**src/rtl/pc_sequencer.sv**
```systemverilog
// pc_sequencer: 12-bit program counter with RUN/HALT/FAULT control and
// push/pop/write-data drive for a downstream return-address stack.
// Optional feature macro: STACK_GUARD_EN (call at full / ret at empty -> FAULT).
module pc_sequencer #(
    parameter logic [11:0] RESET_PC    = 12'h000,
    parameter int unsigned STACK_DEPTH = 8
) (
    input  logic        clk,
    input  logic        rst,
    input  logic        stall,
    input  logic        halt,
    input  logic        jump,
    input  logic        branch_taken,
    input  logic        call,
    input  logic        ret,
    input  logic [11:0] target,
    input  logic [11:0] stack_top,
    output logic [11:0] pc,
    output logic        push,
    output logic        pop,
    output logic [11:0] push_data,
    output logic [3:0]  depth,
    output logic        halted,
    output logic        fault
);

    localparam int unsigned PC_W    = 12;
    localparam int unsigned DEPTH_W = 4;

    localparam logic [1:0] ST_RUN   = 2'd0;
    localparam logic [1:0] ST_HALT  = 2'd1;
    localparam logic [1:0] ST_FAULT = 2'd2;

    localparam logic [DEPTH_W-1:0] DEPTH_MAX = DEPTH_W'(STACK_DEPTH);

    logic [1:0]         state_q, state_d;
    logic [PC_W-1:0]    pc_q, pc_d;
    logic [DEPTH_W-1:0] depth_q, depth_d;
    logic               push_c, pop_c;
    logic [PC_W-1:0]    pc_inc_c;
    logic               full_c, empty_c;

    assign pc_inc_c = pc_q + PC_W'(1);
    assign full_c   = (depth_q == DEPTH_MAX);
    assign empty_c  = (depth_q == '0);

    // State, PC and depth registers with synchronous reset
    always_ff @(posedge clk) begin
        if (rst) begin
            state_q <= ST_RUN;
            pc_q    <= RESET_PC;
            depth_q <= '0;
        end else begin
            state_q <= state_d;
            pc_q    <= pc_d;
            depth_q <= depth_d;
        end
    end

    // Next-state, next-PC and stack strobe selection by request priority
    always_comb begin
        state_d = state_q;
        pc_d    = pc_q;
        depth_d = depth_q;
        push_c  = 1'b0;
        pop_c   = 1'b0;
        if (state_q == ST_RUN && !stall) begin
            if (halt) begin
                state_d = ST_HALT;
            end else if (ret) begin
`ifdef STACK_GUARD_EN
                if (empty_c) begin
                    state_d = ST_FAULT;
                end else begin
                    pop_c   = 1'b1;
                    pc_d    = stack_top;
                    depth_d = depth_q - DEPTH_W'(1);
                end
`else
                pop_c   = 1'b1;
                pc_d    = stack_top;
                depth_d = empty_c ? depth_q : depth_q - DEPTH_W'(1);
`endif
            end else if (call) begin
`ifdef STACK_GUARD_EN
                if (full_c) begin
                    state_d = ST_FAULT;
                end else begin
                    push_c  = 1'b1;
                    pc_d    = target;
                    depth_d = depth_q + DEPTH_W'(1);
                end
`else
                push_c  = 1'b1;
                pc_d    = target;
                depth_d = full_c ? depth_q : depth_q + DEPTH_W'(1);
`endif
            end else if (jump || branch_taken) begin
                pc_d = target;
            end else begin
                pc_d = pc_inc_c;
            end
        end
        // A request coinciding with reset must never reach the stack
        if (rst) begin
            push_c = 1'b0;
            pop_c  = 1'b0;
        end
    end

    assign pc        = pc_q;
    assign depth     = depth_q;
    assign push      = push_c;
    assign pop       = pop_c;
    assign push_data = pc_inc_c;
    assign halted    = (state_q == ST_HALT);
`ifdef STACK_GUARD_EN
    assign fault     = (state_q == ST_FAULT);
`else
    assign fault     = 1'b0;
`endif

endmodule

```
**config.mk**
```make
export PLATFORM = sky130hd
export DESIGN_NAME = pc_sequencer
export DESIGN_NICKNAME = d
export VERILOG_FILES = /design/src/rtl/pc_sequencer.sv
export SDC_FILE = /design/constraint.sdc
export NUM_CORES = 1
export LEC_CHECK = 0
export ABC_CLOCK_PERIOD_IN_PS = 2200
export CAP_MARGIN = 20
export CORE_AREA = 2 2 63 65
export DETAILED_ROUTE_END_ITERATION = 16
export DIE_AREA = 0 0 65 67
export PLACE_DENSITY_LB_ADDON = 0.15
export SLEW_MARGIN = 20
export SYNTH_ARGS = -nofsm -noshare
export SYNTH_HDL_FRONTEND = slang
export SYNTH_SLANG_ARGS = --single-unit
```
**constraint.sdc**
```tcl
create_clock -name clk -period 2.2 [get_ports clk]
set_clock_uncertainty 0.15 [all_clocks]
set_input_delay 0.44 -clock clk [delete_from_list [all_inputs] [get_ports clk]]
set_output_delay 0.44 -clock clk [all_outputs]
set_load 0.02 [all_outputs]
```
==> metrics.yaml, run 1 <==
status: "finished, final reports clean"
endpoint_kind: "output pin"
grt_overflow: 0
wl_um: 4480
cp.arrival_ns: 1.54
power.leakage_nw: 0.9170
instances_no_fill: 307
grt_pass1_wl_um: 7279
cts-buffers-inserted: 3
regArea_um2: 341.6
worst_r2r_startpoint: "depth[2]$_SDFFE_PP0P_"
finalHoldViolCount: 0
drive_above_1_share_pct: 23.17
crit_buf_inv: 1
r2r_slack_ns: 0.30
netSwitchingPower_w: 0.0003021
cp_slowest_cell: "dfxtp_1"
path_clk_slew_ns: 0.07
synth_seq_cells: 17
reg2reg_depth: 5
cap_violations: 0
powerDensity_mw_per_mm2: 416.0
diodes: 0
rows: 22
fillers: 320
synthArstFlopShare_pct: 0
timing.fmax_mhz: 469.3
grt_start_max_net_pins: 22
yosysUniqueCellTypes: 53
place_hpwl_um: 3453
pwr-share-seq_pct: 36.5
ios: 64
rsz0062_at_grt: "false"
grt_pass1_vias: 1614
multi_input_area_um2: 932.1
dieArea_mm2: 0.004355
p_clk_share_pct: 25.6
die_h_um: 67
layout_commonest_cell: "clkdlybuf4s50_1"
initial_utilization_pct: 37.54
wl_met1_um: 2025
postLayoutCoreUtil_pct: 62.91
wl_met3_um: 184
numClockSinks: 17
synthesis.area_mm2: 0.001354
setup_violations: 0
swShare_pct: 32.01
wl_met2_um: 2246
critPathMaxFanout: 5
dp_cells: 303
p_int_w: 0.0006417
syn-num-nets: 206
dr.first_iter.drc_count: 53
root_buffer: "clkbuf_8"
crit_path_end: "push_data[9]"
first_pass_iters: 4
top_layer: "met4"
crit_family: "simple AND/OR/NAND/NOR gates"
antenna_found_initial: 0
critical_path.startpoint: "pc[4]$_SDFFE_PP0P_"
core_mm2: 0.003606
synth_warnings: 0
hp-class: "flop to flop"
htree_levels: 1
num_vias: 1622
cts_hold_buf: 0
grt_usage_pct: 21.29
route.detailed.wl_per_inst_um: 14.59
routed_via_density: 5.283
period_minus_slack_ns: 2.131
comb_power_share_pct: 37.9
syn_to_final_growth_pct: 67.56
setup.worst_path.class: "flop to output pin"
ys.flop_type: "dfxtp_1"
crit_required_ns: 1.61
max-clock-path-buffers: 2
path_depth: 4
critPathMaxStageDelay_ns: 0.34
path_cells: "and4_2 > nand4_1 > xnor2_1 > clkdlybuf4s15_1"
synth_top_area_share_pct: 25.14
post-synth-top-area-cell: "dfxtp_1"
drc: 0
syn-mean-instance-area_um2: 7.964
slew_violations: 0
seq_area_frac_synth_pct: 25.14
ir_drop_uv: 190.2
r2r-end: "depth[3]$_SDFFE_PP0P_"
synth.area.top_cells: "dfxtp_1, xnor2_1, a21oi_1"
synth_edf_count: 0
final.period_utilization_pct: 96.86
layout.nets: 296
crit_path_start_kind: "flop"
synthCells: 170
portBuffers: 62
clk_latency_ns: 0.25
cts_tree: "yes"
die_w_um: 65
final_cell_mix: "clkdlybuf4s50_1, buf_4, dfxtp_1, a21oi_1, nor2_1"
gp_congestion: 0.9153
antenna_left: 0
==> logic make-up after synthesis <==
family | Yosys count | share of synthesized area [%]
AO/OA/AOI/OAI | 51 | 25.88
XOR/XNOR | 11 | 7.116
adder cells (fa/ha/maj) | 4 | 4.252
buffers and inverters | 19 | 8.687
flip-flops | 17 | 25.14
multiplexers | 4 | 3.142
other | 1 | 0.2770
AND/OR/NAND/NOR | 63 | 25.51
==> flip-flops by register name, indices dropped and copies added, names as in the netlist <==
signal / cells
depth: 4
state_q: 1
pc: 12
==> per-stage QoR <==
step,power (W),TNS [ns],cell area (um^2),setup WS (ns),hold WS (ns)
CTS,0.0009458,-0.01340,2250,-0.01164,0.3970
floorplan,0.0005213,0,1354,0.1264,0.4286
global placement,0.0007000,-2.684,2202,-0.4219,0.3660
detailed placement,0.0007091,-3.280,2202,-0.4468,0.3785
global route,0.0009912,0,2268,0.001248,0.4229
finish,0.0009438,0,2268,0.06919,0.3966
==> how the worst min path moves through the flow <==
| stage | to | cells after the start | slack (ns) | startpoint |
|---|---|---|---|---|
| floorplan | pc[1]$_SDFFE_PP0P_ | 2 | 0.43 | pc[1]$_SDFFE_PP0P_ |
| global placement | pc[11]$_SDFFE_PP0P_ | 2 | 0.37 | pc[11]$_SDFFE_PP0P_ |
| detailed placement | state_q[0]$_SDFFE_PP0P_ | 2 | 0.38 | state_q[0]$_SDFFE_PP0P_ |
| CTS | state_q[0]$_SDFFE_PP0P_ | 2 | 0.40 | state_q[0]$_SDFFE_PP0P_ |
| global route | pc[11]$_SDFFE_PP0P_ | 2 | 0.42 | pc[11]$_SDFFE_PP0P_ |
| finish | pc[11]$_SDFFE_PP0P_ | 2 | 0.40 | pc[11]$_SDFFE_PP0P_ |
==> cells in the mapped netlist, drive strengths merged (3+ instances only) <==
library cell and count:
dfxtp 17, a21oi 15, nor2 14, xnor2 10, clkbuf 9, inv 8, nand2 8, nand3 7
and3 6, nor3 6, o21ai 6, nand2b 5, a31oi 4, and2 4, a211oi 3, ha 3
o31a 3, o32ai 3
==> area by class of cell <==
class	instances	area share [%]
multi-input cells	134	41.09
repair buffers	96	37.84
flip-flops and latches	17	15.06
well taps	48	2.648
clock buffers	3	1.820
inverters	8	1.324
clock inverters	1	0.2206
==> power by group through the flow <==
| stage | Combinational (W) | Sequential, W | Clock (W) |
|---|---|---|---|
| floorplan | 0.000143 | 0.000378 | 0 |
| global placement | 0.000352 | 0.000348 | 0 |
| detailed placement | 0.000361 | 0.000348 | 0 |
| CTS | 0.000356 | 0.000343 | 0.000247 |
| global route | 0.000386 | 0.000346 | 0.000260 |
| finish | 0.000358 | 0.000344 | 0.000241 |
==> routing by layer <==
metal / vias to the layer above / global-route usage (%)
met1: 769 / 26.04
li1: 802 / -
met3: 2 / 2.365
met5: - / 0
met2: 49 / 39.18
met4: 0 / 5.851
==> what timing repair did <==
item,CTS,global route
pin swaps,0,3
gates resized for setup,30,16
buffers inserted,0,0
setup endpoints to repair,14,12
gates cloned,0,0
==> worst reg2reg max path: stages, from the launching register on <==
cell,delay (ns)
dfxtp_1,0.36
ha_1,0.34
nand3_1,0.10
and3_1,0.20
nor4_2,0.29
mux2_2,0.36
(Power assumes the default switching activity.)
==> inputs of run 2 (changes only) <==
--- a/config.mk
+++ b/config.mk
@@ -5,12 +5,12 @@
 export SDC_FILE = /design/constraint.sdc
 export NUM_CORES = 1
 export LEC_CHECK = 0
-export ABC_CLOCK_PERIOD_IN_PS = 2200
 export CAP_MARGIN = 20
 export CORE_AREA = 2 2 63 65
 export DETAILED_ROUTE_END_ITERATION = 16
 export DIE_AREA = 0 0 65 67
 export PLACE_DENSITY_LB_ADDON = 0.15
+export SKIP_CTS_REPAIR_TIMING = 1
 export SLEW_MARGIN = 20
 export SYNTH_ARGS = -nofsm -noshare
 export SYNTH_HDL_FRONTEND = slang
==> run 2 against run 1 <==
Total power up 0.48%. Core utilization up 0.62 points. Non-clock buffer count unchanged. Critical path type is now primary input to flop. Largest power group unchanged.
==> metrics.yaml, run 2 (same netlist as run 1, synthesis figures left out) <==
status: "finished, final reports clean"
route.detailed.wl_per_inst_um: 14.67
grt_use_met3_pct: 2.365
period_minus_slack_ns: 2.181
wl_um: 4505
final_area_mm2: 0.002291
finalHoldViolCount: 0
ios: 64
place_area_mm2: 0.002202
dpl_worst_slack_ns: -0.4468
cap_violations: 0
timing.fmax_mhz: 458.5
core_mm2: 0.003606
grt_usage_pct: 21.33
slew_violations: 0
grt_start_max_net_pins: 22
drive_above_1_share_pct: 22.01
grt_overflow: 0
powerDensity_mw_per_mm2: 413.9
rsz0062_at_grt: "true"
place_hpwl_um: 3453
die_w_um: 65
cp.arrival_ns: 2.18
numClockSinks: 17
die_h_um: 67
r2r-end: "depth[3]$_SDFFE_PP0P_"
grt_pass1_vias: 1619
drc: 0
hold_start: "state_q[0]$_SDFFE_PP0P_"
grt_pass1_wl_um: 7300
reg2reg_depth: 5
hold_depth: 2
initial_utilization_pct: 37.54
grt.met2_usage_pct: 38.92
tns_ns: 0
cts_tree: "yes"
max-clock-path-buffers: 2
netSwitchingPower_w: 0.0003024
first_pass_iters: 4
busiest_layer: "met2"
setup_violations: 0
rows: 22
p_total_w: 0.0009483
critPathMaxFanout: 15
use_met1_pct: 26.35
hp-class: "flop to flop"
final.period_utilization_pct: 99.15
setup.worst_path.class: "primary input to flop"
path_clk_slew_ns: 0.07
crit_required_ns: 2.20
p_int_w: 0.0006459
htree_levels: 1
hold_ws_ns: 0.3948
layout.nets: 296
routed_via_density: 5.290
final_cell_mix: "clkdlybuf4s50_1, buf_4, dfxtp_1, a21oi_1, nor2_1"
portBuffers: 62
num_vias: 1624
r2r_slack_ns: 0.30
comb_power_share_pct: 38.3
antenna_found_initial: 0
dieArea_mm2: 0.004355
swShare_pct: 31.89
largest_reg_flops: 12
p_clk_share_pct: 25.4
layout_commonest_cell: "clkdlybuf4s50_1"
clk_latency_ns: 0.25
power.leakage_nw: 1.034
cts-buffers-inserted: 3
diodes: 0
crit_path_start_kind: "primary input"
syn_to_final_growth_pct: 69.22
antenna_left: 0
ir_drop_uv: 189.5
dr.first_iter.drc_count: 52
worst_r2r_startpoint: "state_q[0]$_SDFFE_PP0P_"
holdPathEnd: "state_q[0]$_SDFFE_PP0P_"
endpoint_kind: "flop"
pwr-share-seq_pct: 36.3
gp_congestion: 0.9153
root_buffer: "clkbuf_8"
worst_slack_ns: 0.01876
## run 2: final cells by class
type,count,area [um^2]
flip-flops and latches,17,340.3
repair buffers,96,878.3
clock buffers,3,41.29
well taps,48,60.06
inverters,8,30.03
multi-input cells,134,935.9
fillers,314,1315
clock inverters,1,5.005
## run 2: through the flow
stage | instances | util, %
finish | 307 | 63.53
global route | 307 | 63.53
CTS | 307 | 62.35
detailed placement | 303 | 61.07
global placement | 303 | 61.07
floorplan | 170 | -
## run 2: worst max-delay path by stage
stage | slack, ns | to | startpoint
after global placement | -0.42 | push | halt
after CTS | -0.46 | push | halt
after global routing | -0.07 | depth[3]$_SDFFE_PP0P_ | halt
final | 0.02 | depth[3]$_SDFFE_PP0P_ | halt
after floorplan | 0.13 | push | halt
after detailed placement | -0.45 | push | halt
## run 2: worst max-delay path, cell delays in order
cell and delay (ns):
clkdlybuf4s50_1 0.45, nor3_2 0.20, buf_4 0.25, o21ai_0 0.16, nor4_2 0.31, mux2_2 0.36
## run 2: metal layers
metal	wire length [um]	vias up
met5	0	-
met4	24	0
met3	245	2
met2	2268	55
met1	1967	767
li1	-	800
## run 2: power by group through the flow
stage	clock (W)	combinational [W]	sequential, W
finish	0.000241	0.000363	0.000345
global route	0.000260	0.000391	0.000346
CTS	0.000247	0.000362	0.000342
detailed placement	0	0.000361	0.000348
global placement	0	0.000352	0.000348
floorplan	0	0.000143	0.000378
